## config.mk

```make
export PLATFORM = sky130hd
export DESIGN_NAME = fetch_pc_unit_flat
export DESIGN_NICKNAME = d
export VERILOG_FILES = /design/src/rtl/fetch_pc_if.sv /design/src/rtl/fetch_pc_unit.sv /design/src/flat_wrapper.sv
export SDC_FILE = /design/constraint.sdc
export NUM_CORES = 1
export LEC_CHECK = 0
export CAP_MARGIN = 15
export CORE_UTILIZATION = 40
export DETAILED_ROUTE_END_ITERATION = 8
export MAX_ROUTING_LAYER = met4
export PLACE_DENSITY_LB_ADDON = 0.15
export SLEW_MARGIN = 30
export SYNTH_ARGS = -nofsm -noshare
export SYNTH_HDL_FRONTEND = slang
export SYNTH_SLANG_ARGS = --single-unit
```

## constraint.sdc

```tcl
create_clock -name clk -period 2.8 [get_ports clk]
set_input_delay 0.56 -clock clk [delete_from_list [all_inputs] [get_ports clk]]
set_output_delay 0.56 -clock clk [all_outputs]
set_load 0.005 [all_outputs]
```

## src/rtl/fetch_pc_if.sv

```systemverilog
// Fetch-stage bus: hazard/redirect controls in, memory address and IF/ID out.
// The slave side is the fetch unit; the master side is its environment.
interface fetch_pc_if #(
  parameter int CNT_W = 16
);
  logic             stall;
  logic             redirect;
  logic [31:0]      redirect_pc;
  logic [31:0]      instr_in;
  logic [31:0]      pc_out;
  logic [31:0]      ifid_instr;
  logic [31:0]      ifid_pc4;
  logic             ifid_valid;
  logic             halted;
  logic             fetch_err;
  logic [CNT_W-1:0] fetch_count;

  modport master (
    output stall, redirect, redirect_pc, instr_in,
    input  pc_out, ifid_instr, ifid_pc4, ifid_valid,
    input  halted, fetch_err, fetch_count
  );

  modport slave (
    input  stall, redirect, redirect_pc, instr_in,
    output pc_out, ifid_instr, ifid_pc4, ifid_valid,
    output halted, fetch_err, fetch_count
  );
endinterface

```

## src/rtl/fetch_pc_unit.sv

```systemverilog
// Instruction-fetch stage: owns the PC, loads IF/ID,
// handles stall, redirect, HALT word and fetch errors.
module fetch_pc_unit #(
  parameter logic [31:0] RESET_PC  = 32'h0000_0000,
  parameter int          MEM_BYTES = 400,
  parameter logic [31:0] HALT_WORD = 32'hFC00_0000,
  parameter int          CNT_W     = 16
) (
  input logic       clk,
  input logic       rst_n,
  fetch_pc_if.slave bus
);
  typedef enum logic [1:0] {
    IDLE,
    RUN,
    HALT
  } state_t;

  localparam logic [31:0] LAST_PC = 32'(MEM_BYTES - 4);

  state_t           state, state_n;
  logic [31:0]      pc, pc_n;
  logic [31:0]      instr_q, instr_n;
  logic [31:0]      pc4_q, pc4_n;
  logic             valid_q, valid_n;
  logic             halt_q, halt_n;
  logic             err_q, err_n;
  logic [CNT_W-1:0] cnt_q, cnt_n;

  logic [31:0] pc4;
  logic        redir_ok, redir_bad;
  logic        hold, oob, fetch;
  logic        is_halt;

  assign pc4 = pc + 32'd4;

  assign redir_ok = bus.redirect
                 && (bus.redirect_pc[1:0] == 2'b00)
                 && (bus.redirect_pc <= LAST_PC);
  assign redir_bad = bus.redirect && !redir_ok;

  // Exclusive decode of redirect > stall > normal
  assign hold  = !bus.redirect && bus.stall;
  assign oob   = !bus.redirect && !bus.stall
              && (pc > LAST_PC);
  assign fetch = !bus.redirect && !bus.stall
              && (pc <= LAST_PC);

  assign is_halt = (bus.instr_in == HALT_WORD);

  always_ff @(posedge clk or negedge rst_n) begin
    if (!rst_n) begin
      state   <= IDLE;
      pc      <= RESET_PC;
      instr_q <= '0;
      pc4_q   <= '0;
      valid_q <= 1'b0;
      halt_q  <= 1'b0;
      err_q   <= 1'b0;
      cnt_q   <= '0;
    end else begin
      state   <= state_n;
      pc      <= pc_n;
      instr_q <= instr_n;
      pc4_q   <= pc4_n;
      valid_q <= valid_n;
      halt_q  <= halt_n;
      err_q   <= err_n;
      cnt_q   <= cnt_n;
    end
  end

  always_comb begin
    state_n = state;
    pc_n    = pc;
    instr_n = instr_q;
    pc4_n   = pc4_q;
    valid_n = valid_q;
    halt_n  = halt_q;
    err_n   = err_q;
    cnt_n   = cnt_q;
    unique case (state)
      IDLE: state_n = RUN;
      RUN: begin
        unique case (1'b1)
          redir_ok: begin
            pc_n    = bus.redirect_pc;
            instr_n = '0;
            pc4_n   = '0;
            valid_n = 1'b0;
          end
          redir_bad: begin
            state_n = HALT;
            halt_n  = 1'b1;
            err_n   = 1'b1;
            valid_n = 1'b0;
          end
          hold: ;
          oob: begin
            state_n = HALT;
            halt_n  = 1'b1;
            err_n   = 1'b1;
            valid_n = 1'b0;
          end
          fetch: begin
            instr_n = bus.instr_in;
            pc4_n   = pc4;
            valid_n = 1'b1;
            cnt_n   = (&cnt_q) ? cnt_q
                    : cnt_q + 1'b1;
            // HALT word is delivered, but PC parks on it
            if (is_halt) begin
              state_n = HALT;
              halt_n  = 1'b1;
            end else begin
              pc_n = pc4;
            end
          end
          default: ;
        endcase
      end
      HALT: valid_n = 1'b0;
      default: state_n = IDLE;
    endcase
  end

  assign bus.pc_out      = pc;
  assign bus.ifid_instr  = instr_q;
  assign bus.ifid_pc4    = pc4_q;
  assign bus.ifid_valid  = valid_q;
  assign bus.halted      = halt_q;
  assign bus.fetch_err   = err_q;
  assign bus.fetch_count = cnt_q;
endmodule

```

## src/flat_wrapper.sv

```systemverilog
// flat-port wrapper written by rule: the top's interface ports become plain ports
module fetch_pc_unit_flat 
#(
  parameter logic [31:0] RESET_PC  = 32'h0000_0000,
  parameter int          MEM_BYTES = 400,
  parameter logic [31:0] HALT_WORD = 32'hFC00_0000,
  parameter int          CNT_W     = 16
)
  (clk, rst_n, bus_stall, bus_redirect, bus_redirect_pc, bus_instr_in, bus_pc_out, bus_ifid_instr, bus_ifid_pc4, bus_ifid_valid, bus_halted, bus_fetch_err, bus_fetch_count);
  fetch_pc_if #(.CNT_W(CNT_W)) bus_i ();
  input logic clk;
  input logic rst_n;
  input wire logic [$bits(bus_i.stall)-1:0] bus_stall;
  input wire logic [$bits(bus_i.redirect)-1:0] bus_redirect;
  input wire logic [$bits(bus_i.redirect_pc)-1:0] bus_redirect_pc;
  input wire logic [$bits(bus_i.instr_in)-1:0] bus_instr_in;
  output wire logic [$bits(bus_i.pc_out)-1:0] bus_pc_out;
  output wire logic [$bits(bus_i.ifid_instr)-1:0] bus_ifid_instr;
  output wire logic [$bits(bus_i.ifid_pc4)-1:0] bus_ifid_pc4;
  output wire logic [$bits(bus_i.ifid_valid)-1:0] bus_ifid_valid;
  output wire logic [$bits(bus_i.halted)-1:0] bus_halted;
  output wire logic [$bits(bus_i.fetch_err)-1:0] bus_fetch_err;
  output wire logic [$bits(bus_i.fetch_count)-1:0] bus_fetch_count;
  assign bus_i.stall = bus_stall;
  assign bus_i.redirect = bus_redirect;
  assign bus_i.redirect_pc = bus_redirect_pc;
  assign bus_i.instr_in = bus_instr_in;
  assign bus_pc_out = bus_i.pc_out;
  assign bus_ifid_instr = bus_i.ifid_instr;
  assign bus_ifid_pc4 = bus_i.ifid_pc4;
  assign bus_ifid_valid = bus_i.ifid_valid;
  assign bus_halted = bus_i.halted;
  assign bus_fetch_err = bus_i.fetch_err;
  assign bus_fetch_count = bus_i.fetch_count;
  fetch_pc_unit #(.RESET_PC(RESET_PC), .MEM_BYTES(MEM_BYTES), .HALT_WORD(HALT_WORD), .CNT_W(CNT_W)) u_core (.clk(clk), .rst_n(rst_n), .bus(bus_i));
endmodule
```

# Yosys cells after proc, flatten, opt, wreduce, memory -nomap -nowiden

Index checks and enable logic that the tools add are counted.

Bits of input ports: 68
Register bits: 117
Logic and storage cells: 58
Output and inout port bits: 115

Equal/unequal tests: 8
Muxes and demuxes: 11
Reduce and logical (&&, ||, !) cells: 24
Add/sub/neg operators: 2
Bitwise operators: 2
Magnitude comparators: 3

Operator list:

| kind                                                                              | count |
|---|---|
| 32-bit case mux with 2 select lines                                               | 3 |
| 32-bit by 9-bit less-or-equal comparator with 1-bit output, second input constant | 2 |
| 32-bit by 3-bit adder with 32-bit output, second input constant                   | 1 |
| 32-bit == test, second input constant                                             | 1 |
| 32-bit by 9-bit greater-than comparator with 1-bit output, second input constant  | 1 |
| 32-bit two-way mux                                                                | 1 |
| 16-bit by 1-bit adder with 16-bit output, second input constant                   | 1 |
| 16-bit AND reduction                                                              | 1 |
| 3-bit AND reduction                                                               | 4 |
| 1-bit logical AND                                                                 | 6 |
| 3-bit by 2-bit inequality test with 1-bit output, second input constant           | 2 |
| 1-bit case mux with 2 select lines                                                | 3 |
| 2-bit case mux with 3 select lines                                                | 1 |
| 2-bit AND reduction                                                               | 3 |
| 2-bit nonzero test                                                                | 3 |
| 2-bit logical NOT                                                                 | 2 |
| 2-bit inequality test, second input constant                                      | 2 |
| 2-bit case mux with 2 select lines                                                | 1 |
| 1-bit logical NOT                                                                 | 3 |
| 3-bit inequality test, second input constant                                      | 1 |
| 3-bit OR reduction                                                                | 1 |
| 2-bit by 1-bit == test with 1-bit output, second input constant                   | 1 |
| 2-bit == test, second input constant                                              | 1 |
| 2-bit two-way mux                                                                 | 1 |
| 3 further kinds                                                                   | 4 |

# Depth between registers and ports, before layout

Word-level depth: 8
Depth in mapped cells: 8
Gate-level depth less buffers: 7

# Worst setup path before layout

No wires, ideal clock.

Kind: input port to flip-flop
Start point: in bus_instr_in[25]
End point: reg u_core.pc[5] (netlist: u_core.bus.pc_out[5])
Buffers on the path: 0
Path slack: 0.499 ns
Data required time: 2.681 ns
Cell stages on the path: 5
Setup time: 0.119 ns
Arrival: 2.182 ns
Cell sequence: or4b_1 -> or4_4 -> a21boi_2 -> o21ba_2 -> o21ba_2

Word-level cells in the longest chain between the ends: 3

RTL lines:

| what                                   | RTL line            | RTL |
|---|---|---|
| from (decl)                            | flat_wrapper.sv:16  | `input wire logic [$bits(bus_i.instr_in)-1:0] bus_instr_in;` |
| 32-bit == test                         | fetch_pc_unit.sv:49 | `assign is_halt = (bus.instr_in == HALT_WORD);` |
| 2-bit inequality test (no source line) | n/a                 |  |
| 3-bit AND reduction (no source line)   | n/a                 |  |
| to (signal assigned)                   | fetch_pc_unit.sv:63 | `pc <= pc_n;` |
| to (decl)                              | fetch_pc_unit.sv:22 | `logic [31:0] pc, pc_n;` |

Every way passes these cells.
A chain may end at the register's enable or synchronous reset.

# Worst setup path in the final report

Start point: in bus_instr_in[12]
End point: reg u_core.state[0]

Word-level cells in the longest chain between the ends: 3

RTL lines:

| what                                   | RTL line            | RTL |
|---|---|---|
| 32-bit == test                         | fetch_pc_unit.sv:49 |  |
| 3-bit inequality test (no source line) | n/a                 |  |
| 3-bit AND reduction (no source line)   | n/a                 |  |
| to (signal assigned)                   | fetch_pc_unit.sv:62 | `state <= state_n;` |
| to (decl)                              | fetch_pc_unit.sv:21 | `state_t state, state_n;` |

Every way passes these cells.

==> reports/qor.yml <==
ctsHoldBuffers: 0
timing.rr.start: "u_core.bus.pc_out[19]$_DFFE_PN0P_"
cts_tree: "built"
drc: 0
path_clk_slew_ps: 50
cts_buffer_depth: 2
fin_ws_ps: 306
syn_inst: 383
chipWidth_um: 111
timing.hold.ws_ps: 169
ys_top_cells_by_area: "dfrtp_1 (62%), a22o_1 (6.9%), and2_1 (6.6%), nor4_1 (2.1%), xnor2_1 (1.9%)"
stdcell_area_mm2: 0.00744
rsz0062_at_grt: "no"
syn_avg_cell_area_um2: 12.3
start_util_pct: 41.1
synthTopCellsByCount: "dfrtp_1 (117), and2_1 (50), a22o_1 (37)"
synth_fp_nets: 457
slew_headroom_pct: 58.1
rr_worst_depth: 7
yosysMostFrequentCell: "dfrtp_1"
synth.distinct_cells: 48
grt_max_degree: 65
sw_frac_of_total_pct: 25.7
io_pins: 183
synth_top_area_cell: "dfrtp_1"
leakage_nw: 3.29
cts-root-buf: "clkbuf_16"
placed_cell_area_mm2: 0.00685
tightest_slew_ps: 629
drtIter0Drc: 216
track_usage_pct: 22.3
ir_worst_vdd_uv: 577
num_vias: 3822
cellPowerDensity_mw_per_mm2: 819
drtAntennaViolNets: 0
outcome: "finished clean"
criticalPathCategory: "in2reg"
nNetsFinal: 664
p_int_mw: 4.53
min_period_ps: 2490
endpoint_kind: "flip-flop"
syn-cell-area_mm2: 0.00472
post-place-ws_ps: -98.2
rows: 39
post-dp-hpwl_um: 8800
clk_latency_ps: 410
final_util_pct: 64.9
numCtsBuffers: 17
die_h_um: 111
cts_resized: 0
clock.fmax_mhz: 401
n_antenna_cell: 0
overflow: 0
arrival_ps: 2790
synth_seq_cells: 117
place_congestion: 0.791
synthToLayoutAreaGrowth_pct: 57.8
setup_viol: 0
async_reset_ff_share_pct: 100
crit_fanout: 5
worstPathRequired_ps: 3090
drv_slew: 0
r2r_slack_ps: 470
synth-main-ff-cell: "dfrtp_1"
drt_wl_total_um: 12300
h-tree-depth: 4
grt_pass1_vias: 3928
combPwrFrac_pct: 26.9
yosys_warnings: 0
clkPwrFrac_pct: 35.3
synth-edff-count: 0
worstReg2RegEnd: "u_core.bus.fetch_count[8]$_DFFE_PN0P_"
finalHoldViolations: 0
wl_per_cell_um: 16.6
fillers: 897
sequentialPowerShare_pct: 37.8
skew_ps: 11.1
die-area_mm2: 0.0122
vias_per_cell: 5.13
synth_top_area_share_pct: 62.1
antenna_found_initial: 0
core-area_mm2: 0.0115
cts_setup_buffers: 0
ys_seq_area_share_pct: 62.1
cts.sinks: 117
io_buffers: 182
hp-class: "in2async"
worstSetupStartpointType: "input port"
grt_pass1_wl_um: 20700
finalCritPeriodShare_pct: 89.1
p_switching_mw: 1.57
dr.pass1.iters: 5
drive_above_1_share_pct: 11.5
maxCapViolCount: 0
==> worst max-delay path, stage by stage <==
cell             delay (ps)
clkdlybuf4s50_1         430
nor4_1                  380
buf_4                   180
nand4_1                 100
or4_4                   610
nand2_1                 120
a31oi_1                 120
mux2_2                  300
==> per-layer routing <==
metal  vias to the layer above  wire, um  part of all wire (%)  global-route usage, %
met4                         0       226                   1.8                   8.71
met5                         -         0                     0                      -
met2                       134      5860                    47                   33.0
li1                       1793         -                     -                      -
met3                        16       739                   6.0                   6.70
met1                      1879      5520                    45                   28.7
==> through the flow <==
| step | instances | power [mW] | TNS, ps |
|---|---|---|---|
| 3_5_place_dp | 714 | 3.97 | -2140 |
| 2_1_floorplan | 383 | 2.92 | 0 |
| 4_1_cts | 745 | 6.17 | 0 |
| 5_1_grt | 745 | 6.41 | 0 |
| 6_report | 745 | 6.10 | 0 |
| 3_3_place_gp | 714 | 3.93 | -1020 |
==> state kept, by name, indices dropped and copies added, names as in the netlist <==
name	flops
u_core.bus.fetch_count	16
u_core.bus.fetch_err	1
u_core.bus.halted	1
u_core.bus.ifid_instr	32
u_core.bus.ifid_pc4	32
u_core.bus.ifid_valid	1
u_core.bus.pc_out	32
u_core.state	2
==> worst max path at each step <==
stage / start / to / cells past startpoint / slack [ps]
after global routing: bus_instr_in[13] / u_core.bus.pc_out[17]$_DFFE_PN0P_ / 8 / 130
final: bus_instr_in[12] / u_core.state[0]$_DFFE_PN0P_ / 8 / 310
after global placement: bus_instr_in[13] / u_core.state[1]$_DFFE_PN0P_ / 8 / -60
after floorplan: bus_instr_in[25] / u_core.bus.pc_out[5]$_DFFE_PN0P_ / 5 / 500
after CTS: bus_instr_in[13] / u_core.state[0]$_DFFE_PN0P_ / 8 / 310
after detailed placement: bus_instr_in[13] / u_core.state[0]$_DFFE_PN0P_ / 8 / -100
==> final cells by class <==
class / instances / area (um^2) / share of cell area [%]
Multi-Input combinational cell: 239 / 1690 / 22.7
Tap cell: 143 / 179 / 2.40
Clock inverter: 9 / 128 / 1.71
Inverter: 13 / 48.8 / 0.655
Sequential cell: 117 / 2930 / 39.3
Timing Repair Buffer: 202 / 2010 / 27.0
Clock buffer: 22 / 464 / 6.24
==> power groups by stage <==
stage / sequential (mW) / combinational [mW] / clock [mW]
6_report: 2.31 / 1.64 / 2.15
5_1_grt: 2.36 / 1.77 / 2.28
3_3_place_gp: 2.30 / 1.63 / 0
4_1_cts: 2.31 / 1.67 / 2.20
3_5_place_dp: 2.33 / 1.64 / 0
2_1_floorplan: 2.32 / 0.595 / 0
==> cell families (layout without fill, tap and decap cells) <==
kind of cell    count (synthesis)  after routing  share of synthesized area, %
fa+ha+maj                       6              6                          1.59
xor+xnor                       18             18                          3.34
mux                             5              5                          1.17
buf+inv                        27            246                          2.33
simple gates                  141            141                          18.0
compound gates                 69             69                          11.5
flops                         117            117                          62.1
==> cells in the final DEF (no fill, tap or decap), types with 4 or more instances in the layout <==
master / netlist / routed
a21oi_1: 6 / 6
a22o_1: 37 / 37
and2_1: 50 / 50
buf_4: 0 / 18
clkbuf_16: 0 / 17
clkdlybuf4s50_1: 0 / 181
dfrtp_1: 117 / 117
ha_1: 6 / 6
inv_1: 13 / 13
mux2_2: 4 / 4
nand2_1: 16 / 16
nand3_1: 10 / 10
nand4_1: 10 / 10
nor2_1: 12 / 12
nor3_1: 7 / 7
nor4_1: 16 / 16
o21ai_0: 7 / 7
o22ai_1: 4 / 4
xnor2_1: 10 / 10
xor2_1: 8 / 8
Note: power is estimated with default switching activity, not from simulation.
